--- config.mk ---
export PLATFORM = sky130hd
export DESIGN_NAME = intra_loop
export DESIGN_NICKNAME = d
export VERILOG_FILES = /design/src/rtl/intra_loop_pkg.sv /design/src/rtl/intra_loop_dc_engine.sv /design/src/rtl/intra_loop.sv
export SDC_FILE = /design/constraint.sdc
export NUM_CORES = 1
export LEC_CHECK = 0
export BUFFER_PORTS_ARGS = -buffer_cell sky130_fd_sc_hd__buf_4
export CAP_MARGIN = 20
export CORE_MARGIN = 2
export CORE_UTILIZATION = 30
export CTS_BUF_LIST = sky130_fd_sc_hd__clkbuf_4 sky130_fd_sc_hd__clkbuf_8
export DETAILED_ROUTE_END_ITERATION = 10
export PLACE_DENSITY_LB_ADDON = 0.25
export SYNTH_ARGS = -nofsm -noshare
export SYNTH_HDL_FRONTEND = slang
export SYNTH_SLANG_ARGS = --single-unit
--- constraint.sdc ---
create_clock -name clk -period 8.06 [get_ports clk]
set_clock_uncertainty 0.2 [all_clocks]
set_input_delay 0 -clock clk [delete_from_list [all_inputs] [get_ports clk]]
set_output_delay 0 -clock clk [all_outputs]
set_load 0.02 [all_outputs]
--- src/rtl/intra_loop_pkg.sv ---
// intra_loop_pkg: frame geometry, engine states and mbnumber field positions
package intra_loop_pkg;
    localparam int WIDTH = 1280;
    localparam int HEIGHT = 720;
    localparam int AW = 20;
    localparam int Y_MSB = 31;
    localparam int Y_LSB = 16;
    localparam int X_MSB = 15;
    localparam int X_LSB = 0;
    typedef enum logic [2:0] {IDLE, FETCH, DRAIN, COMPUTE, WRITE, DONE} state_t;
endpackage

--- src/rtl/intra_loop_dc_engine.sv ---
// intra_dc_engine: fetches neighbours of one NxN block, forms the DC value, writes the block back and pulses fb
module intra_dc_engine
    import intra_loop_pkg::*;
#(
    parameter int N = 4
) (
    input  logic          clk,
    input  logic          reset,
    input  logic          enable,
    input  logic [31:0]   mbnumber,
    output logic [AW-1:0] rd_addr,
    input  logic [7:0]    rd_data,
    output logic          wr_en,
    output logic [AW-1:0] wr_addr,
    output logic [7:0]    wr_data,
    output logic          fb
);
    localparam int LN = $clog2(N);
    state_t state, state_n;
    logic [15:0] x, y, cap_x, cap_y;
    logic [7:0] cnt, n_rd, rd_k, dc, dc_full;
    logic [11:0] sum_t, sum_l;
    logic pend, pend_top, top_av, left_av, in_frame, rd_top;
    logic [AW-1:0] base;
    always_comb begin
        cap_x = mbnumber[X_MSB:X_LSB];
        cap_y = mbnumber[Y_MSB:Y_LSB];
        top_av = y != '0;
        left_av = x != '0;
        in_frame = 17'(x) + 17'(N) <= 17'(WIDTH) && 17'(y) + 17'(N) <= 17'(HEIGHT);
        n_rd = (top_av ? 8'(N) : 8'd0) + (left_av ? 8'(N) : 8'd0);
        rd_top = top_av && cnt < 8'(N);
        rd_k = rd_top || !top_av ? cnt : cnt - 8'(N);
        base = AW'(y) * AW'(WIDTH) + AW'(x);
        dc_full = top_av && left_av ? 8'((sum_t + sum_l + 12'(N)) >> (LN + 1))
                : top_av ? 8'((sum_t + 12'(N / 2)) >> LN)
                : left_av ? 8'((sum_l + 12'(N / 2)) >> LN) : 8'd128;
    end
    always_ff @(posedge clk) begin
        if (reset) begin
            state <= IDLE;
            x <= '0;
            y <= '0;
            cnt <= '0;
            sum_t <= '0;
            sum_l <= '0;
            pend <= 1'b0;
            pend_top <= 1'b0;
            dc <= '0;
        end else begin
            state <= state_n;
            cnt <= state_n != state ? '0 : cnt + 8'd1;
            // read data lands one cycle after its address, so tag it for the following edge
            pend <= state == FETCH;
            pend_top <= rd_top;
            if (state == IDLE) begin
                x <= cap_x;
                y <= cap_y;
                sum_t <= '0;
                sum_l <= '0;
            end
            if (pend && pend_top) sum_t <= sum_t + 12'(rd_data);
            if (pend && !pend_top) sum_l <= sum_l + 12'(rd_data);
            if (state == COMPUTE) dc <= dc_full;
        end
    end
    always_comb begin
        state_n = state;
        case (state)
            IDLE:    state_n = !enable ? IDLE : (cap_x != '0 || cap_y != '0) ? FETCH : COMPUTE;
            FETCH:   state_n = cnt == n_rd - 8'd1 ? DRAIN : FETCH;
            DRAIN:   state_n = COMPUTE;
            COMPUTE: state_n = in_frame ? WRITE : DONE;
            WRITE:   state_n = cnt == 8'(N * N - 1) ? DONE : WRITE;
            default: state_n = IDLE;
        endcase
    end
    always_comb begin
        rd_addr = state != FETCH ? '0
                : rd_top ? base - AW'(WIDTH) + AW'(rd_k)
                : base + AW'(rd_k) * AW'(WIDTH) - AW'(1);
        wr_en = state == WRITE;
        wr_addr = wr_en ? base + AW'(cnt >> LN) * AW'(WIDTH) + AW'(cnt & 8'(N - 1)) : '0;
        wr_data = wr_en ? dc : '0;
        fb = state == DONE;
    end
endmodule

--- src/rtl/intra_loop.sv ---
// intra_loop: luma 4x4, Cb 8x8 and Cr 8x8 DC reconstruction engines running side by side
module intra_loop
    import intra_loop_pkg::*;
(
    input  logic          clk,
    input  logic          reset,
    input  logic          enable,
    input  logic [31:0]   mbnumber_luma4x4,
    input  logic [31:0]   mbnumber_chromab8x8,
    input  logic [31:0]   mbnumber_chromar8x8,
    output logic [AW-1:0] luma_rd_addr,
    input  logic [7:0]    luma_rd_data,
    output logic          luma_wr_en,
    output logic [AW-1:0] luma_wr_addr,
    output logic [7:0]    luma_wr_data,
    output logic [AW-1:0] chb_rd_addr,
    input  logic [7:0]    chb_rd_data,
    output logic          chb_wr_en,
    output logic [AW-1:0] chb_wr_addr,
    output logic [7:0]    chb_wr_data,
    output logic [AW-1:0] chr_rd_addr,
    input  logic [7:0]    chr_rd_data,
    output logic          chr_wr_en,
    output logic [AW-1:0] chr_wr_addr,
    output logic [7:0]    chr_wr_data,
    output logic          fb_luma4x4,
    output logic          fb_chromab8x8,
    output logic          fb_chromar8x8
);
    intra_dc_engine #(.N(4)) u_luma (
        .clk(clk), .reset(reset), .enable(enable), .mbnumber(mbnumber_luma4x4),
        .rd_addr(luma_rd_addr), .rd_data(luma_rd_data), .wr_en(luma_wr_en),
        .wr_addr(luma_wr_addr), .wr_data(luma_wr_data), .fb(fb_luma4x4)
    );
    intra_dc_engine #(.N(8)) u_chb (
        .clk(clk), .reset(reset), .enable(enable), .mbnumber(mbnumber_chromab8x8),
        .rd_addr(chb_rd_addr), .rd_data(chb_rd_data), .wr_en(chb_wr_en),
        .wr_addr(chb_wr_addr), .wr_data(chb_wr_data), .fb(fb_chromab8x8)
    );
    intra_dc_engine #(.N(8)) u_chr (
        .clk(clk), .reset(reset), .enable(enable), .mbnumber(mbnumber_chromar8x8),
        .rd_addr(chr_rd_addr), .rd_data(chr_rd_data), .wr_en(chr_wr_en),
        .wr_addr(chr_wr_addr), .wr_data(chr_wr_data), .fb(fb_chromar8x8)
    );
endmodule

==> flow_metrics.py <==
metrics = {
    "global_routing": {
        "wire_length_of_the_first_global_routing_pass_mm": 137,
        "grt_max_degree": 75,
        "number_of_global_route_vias_before_repair": 25491,
        "grt.total_usage": 0.188,
        "total_overflow_reported_by_the_global_router": 0,
        "antenna_found_initial": 8,
    },
    "placed_design": {
        "globalplace.congestion": 0.908,
        "dp_hpwl_mm": 67.1,
        "io_buffer_count": 272,
    },
    "floorplanning": {
        "floorplan.initialDensity": 0.303,
        "dieArea_mm2": 0.0901,
        "die-height_um": 300,
        "die_width_um": 300,
        "placement_rows": 108,
        "ioPinCount": 273,
        "design.core.area_mm2": 0.0869,
    },
    "yosys": {
        "yosys_warnings": 0,
        "async_flop_share": 0,
        "mappedNetlistArea_mm2": 0.0263,
        "ys_seq_area_frac": 0.174,
        "synth.avg_cell_area_um2": 7.53,
        "synth.net_count": 4062,
        "synthCells": 3497,
        "synth_cell_types": 95,
        "postSynthRegisterBits": 229,
        "synth-edff-count": 0,
        "synth-main-ff-cell": "sky130_fd_sc_hd__dfxtp_1",
    },
    "sta": {
        "max-slew-margin-rel": 0.236,
        "timing.final.crit_share": 0.828,
        "rsz0062_at_grt": "no",
        "final-hold-violation-count": 0,
        "max_freq_ghz": 0.150,
        "final.min_clock_period_ps": 6670,
        "worst_hold_slack_ps": 62.6,
        "actual_transition_at_the_worst_max_transition_pin_ps": 1140,
        "maxSlewViolCount": 0,
        "timing.final.setup_violations": 0,
        "finalSetupTns_ps": 0,
    },
    "hold_path": {
        "min-delay-path-class": "in -> reg",
    },
    "cts": {
        "clk_pin_slew_worst_paths_ps": 60,
        "clock_tree_buf_depth": 3,
        "clkLatencyLatePin_ps": 620,
        "post_cts.resized_instances": 0,
        "cts.htree.levels": 2,
        "cts_tree": "yes",
        "cts_inserted_buffers": 47,
        "clock_sinks": 229,
        "cts_root_buf": "sky130_fd_sc_hd__clkbuf_8",
    },
    "routing": {
        "detail_route.vias_per_cell": 5.06,
        "wirelength_mm": 86.7,
        "drtAntennaViolNets": 0,
        "initialDrtViolationCount": 1517,
        "routed_wire_length_per_instance_um": 16.8,
        "detailroute.via_count": 26070,
        "drc": 0,
        "drt-pass1-iter-count": 5,
    },
    "setup_path": {
        "timing.critical_path.slowest_stage_cell": "sky130_fd_sc_hd__or3_1",
        "critical_path.max_stage_delay_ps": 660,
        "endpoint_kind": "output port",
        "worstPathArrival_ps": 6470,
        "cp_cell_sequence": "or3_1, or2_1, or3_1, inv_2, nand2_1, o21ai_0, ha_1, ha_1, fa_1, a21o_1, a21oi_1, o21bai_1, a21oi_1, xor2_1, xnor2_1, ha_1, a21o_1, a21oi_1, o21ai_0, o21ai_0, nand2_1, a211oi_1, mux2i_1, buf_4",
        "startpoint_type": "flip-flop",
        "timing.critical_path.required_ps": 7860,
        "timing.reg2reg.setup_slack_ps": 3640,
        "critical_path_class": "reg -> out",
        "worstPathMaxFanout": 15,
    },
    "finish": {
        "final_layout_size_suffix_gt1_frac": 0.110,
        "area.growth.synth_to_final_pct": 25.1,
        "finalNetCount": 4525,
    },
    "job": {
        "drv_cap": 0,
    },
    "status": {
        "run_status": "completed",
    },
    "power_and_ir_drop": {
        "cellPowerDensity_mw_per_mm2": 145,
        "ir_worst_vdd_mv": 0.0923,
        "total_leakage_power_nw": 15.2,
    },
}
-- kinds of logic (layout without fill, tap and decap cells) --
logic type      count (synthesis)  count (layout)  share of synthesized area
simple gates                 1214            1214                      0.219
mux                            11              11                    0.00442
flops                         229             229                      0.174
compound gates                872             872                      0.207
fa+ha+maj                     442             442                      0.217
buf+inv                       359             852                     0.0518
other cells                     0               4                          0
xor+xnor                      370             370                      0.126
-- cells in the mapped netlist (24+ instances only) --
cell type / n / area share
sky130_fd_sc_hd__ha_1: 418 / 0.20
sky130_fd_sc_hd__nand2_1: 396 / 0.056
sky130_fd_sc_hd__a21oi_1: 361 / 0.069
sky130_fd_sc_hd__nor2_1: 300 / 0.043
sky130_fd_sc_hd__xnor2_1: 235 / 0.078
sky130_fd_sc_hd__inv_1: 231 / 0.033
sky130_fd_sc_hd__dfxtp_1: 229 / 0.17
sky130_fd_sc_hd__nand3_1: 139 / 0.026
sky130_fd_sc_hd__xor2_1: 126 / 0.042
sky130_fd_sc_hd__clkbuf_1: 110 / 0.016
sky130_fd_sc_hd__o21ai_0: 100 / 0.019
sky130_fd_sc_hd__a21o_1: 72 / 0.021
sky130_fd_sc_hd__a211oi_1: 67 / 0.019
sky130_fd_sc_hd__nor3_1: 67 / 0.013
sky130_fd_sc_hd__and3_1: 55 / 0.013
sky130_fd_sc_hd__o21bai_1: 50 / 0.014
sky130_fd_sc_hd__nand4_1: 41 / 0.0097
sky130_fd_sc_hd__nor4_1: 39 / 0.0093
sky130_fd_sc_hd__a31oi_1: 33 / 0.0078
sky130_fd_sc_hd__and2_1: 32 / 0.0076
sky130_fd_sc_hd__nand2b_1: 27 / 0.0064
sky130_fd_sc_hd__nor2b_1: 25 / 0.0059
sky130_fd_sc_hd__fa_1: 24 / 0.018
-- through the flow --
step                      setup WS, ps  area, µm²  cells  total power, W  utilization
after floorplan                   2670      26300   3497         0.00282            -
after global placement            2090      29500   4821         0.00341        0.340
after detailed placement          2070      29500   4821         0.00341        0.340
after CTS                         1340      32900   5145         0.00483        0.379
after global routing               793      32900   5146         0.00514        0.379
final                             1390      32900   5149         0.00478        0.379
-- per-layer routing --
metal	global-route usage	wire [µm]	share of wire	vias to the layer above
met2	0.318	40100	0.46	486
met1	0.245	40200	0.46	12123
li1	-	-	-	13336
met5	0	36	0.00042	-
met4	0.0517	2120	0.024	6
met3	0.0341	4220	0.049	119
-- final cells by class --
class	instances	area, µm²
Inverter	235	882
Clock buffer	68	861
Fill cell	9091	54000
Timing Repair Buffer	538	4660
Antenna cell	4	10.0
Sequential cell	229	4580
Multi-Input combinational cell	2909	20400
Tap cell	1155	1450
Clock inverter	11	90.1
-- where the power goes --
group	internal (W)	leakage [nW]	switching, W
Sequential	0.00118	1.87	0.0000948
Combinational	0.000962	12.8	0.00126
Clock	0.000712	0.496	0.000568
-- placed cells by master (no fill, tap or decap), types with 8 or more instances in the layout --
master / n
sky130_fd_sc_hd__o21bai_1: 50
sky130_fd_sc_hd__inv_1: 231
sky130_fd_sc_hd__nor3_1: 64
sky130_fd_sc_hd__buf_4: 292
sky130_fd_sc_hd__o22ai_1: 15
sky130_fd_sc_hd__o21a_1: 23
sky130_fd_sc_hd__and2_1: 32
sky130_fd_sc_hd__o21ai_1: 14
sky130_fd_sc_hd__o21ai_0: 100
sky130_fd_sc_hd__nor2b_1: 25
sky130_fd_sc_hd__a221oi_1: 10
sky130_fd_sc_hd__dfxtp_1: 229
sky130_fd_sc_hd__ha_1: 418
sky130_fd_sc_hd__or2_2: 10
sky130_fd_sc_hd__nor2_1: 300
sky130_fd_sc_hd__fa_1: 24
sky130_fd_sc_hd__or4_1: 10
sky130_fd_sc_hd__o31a_1: 8
sky130_fd_sc_hd__a211oi_1: 67
sky130_fd_sc_hd__xor2_1: 126
sky130_fd_sc_hd__a41o_1: 8
sky130_fd_sc_hd__a21o_1: 72
sky130_fd_sc_hd__nand2_1: 396
sky130_fd_sc_hd__nor4_1: 39
sky130_fd_sc_hd__or3_1: 17
sky130_fd_sc_hd__clkbuf_8: 56
sky130_fd_sc_hd__nand4_1: 41
sky130_fd_sc_hd__clkbuf_4: 12
sky130_fd_sc_hd__a21oi_1: 361
sky130_fd_sc_hd__o211ai_1: 23
sky130_fd_sc_hd__and3_1: 55
sky130_fd_sc_hd__nand2b_1: 27
sky130_fd_sc_hd__a31oi_1: 33
sky130_fd_sc_hd__nand3_1: 139
sky130_fd_sc_hd__xnor2_1: 235
sky130_fd_sc_hd__dlygate4sd3_1: 245
sky130_fd_sc_hd__a22oi_1: 8
sky130_fd_sc_hd__o31ai_1: 10
-- worst paths after layout --
check / startpoint / to / depth (start not counted)
worst max-delay path: u_chr.y[11]$_SDFFE_PP0N_ / chr_rd_addr[19] / 24
worst min-delay path: mbnumber_luma4x4[17] / u_luma.y[1]$_SDFFE_PP0N_ / 4
worst max register to register: u_chr.x[6]$_SDFFE_PP0N_ / u_chr.cnt[7]$_SDFF_PP0_ / 14
worst min register to register: u_luma.y[15]$_SDFFE_PP0N_ / u_luma.y[15]$_SDFFE_PP0N_ / 2
-- sequential cells by signal (all words and copies together), names as in the netlist, 8 cells and up --
name,cells
u_luma.sum_t,11
u_chb.dc,8
u_chb.y,16
u_luma.y,16
u_chr.sum_t,12
u_chr.dc,8
u_chb.cnt,8
u_chb.sum_t,12
u_chr.x,16
u_chr.y,16
u_luma.sum_l,11
u_chb.sum_l,12
u_chr.cnt,8
u_luma.x,16
u_chr.sum_l,12
u_luma.dc,8
u_chb.x,16
u_luma.cnt,8
-- worst max-delay path, delay by kind of cell, from the launching register on --
kind / cells / cell delay, ps
simple gates: 5 / 1430
fa+ha+maj: 4 / 1350
mux: 1 / 240
buf+inv: 2 / 480
flops: 1 / 340
xor+xnor: 2 / 340
compound gates: 10 / 1670
-- timing repair --
action	4_1_cts	5_1_grt
buffers inserted	0	0
endpoints found under the hold margin	177	0
hold buffers	245	0
Note: power is estimated with default switching activity, not from simulation.
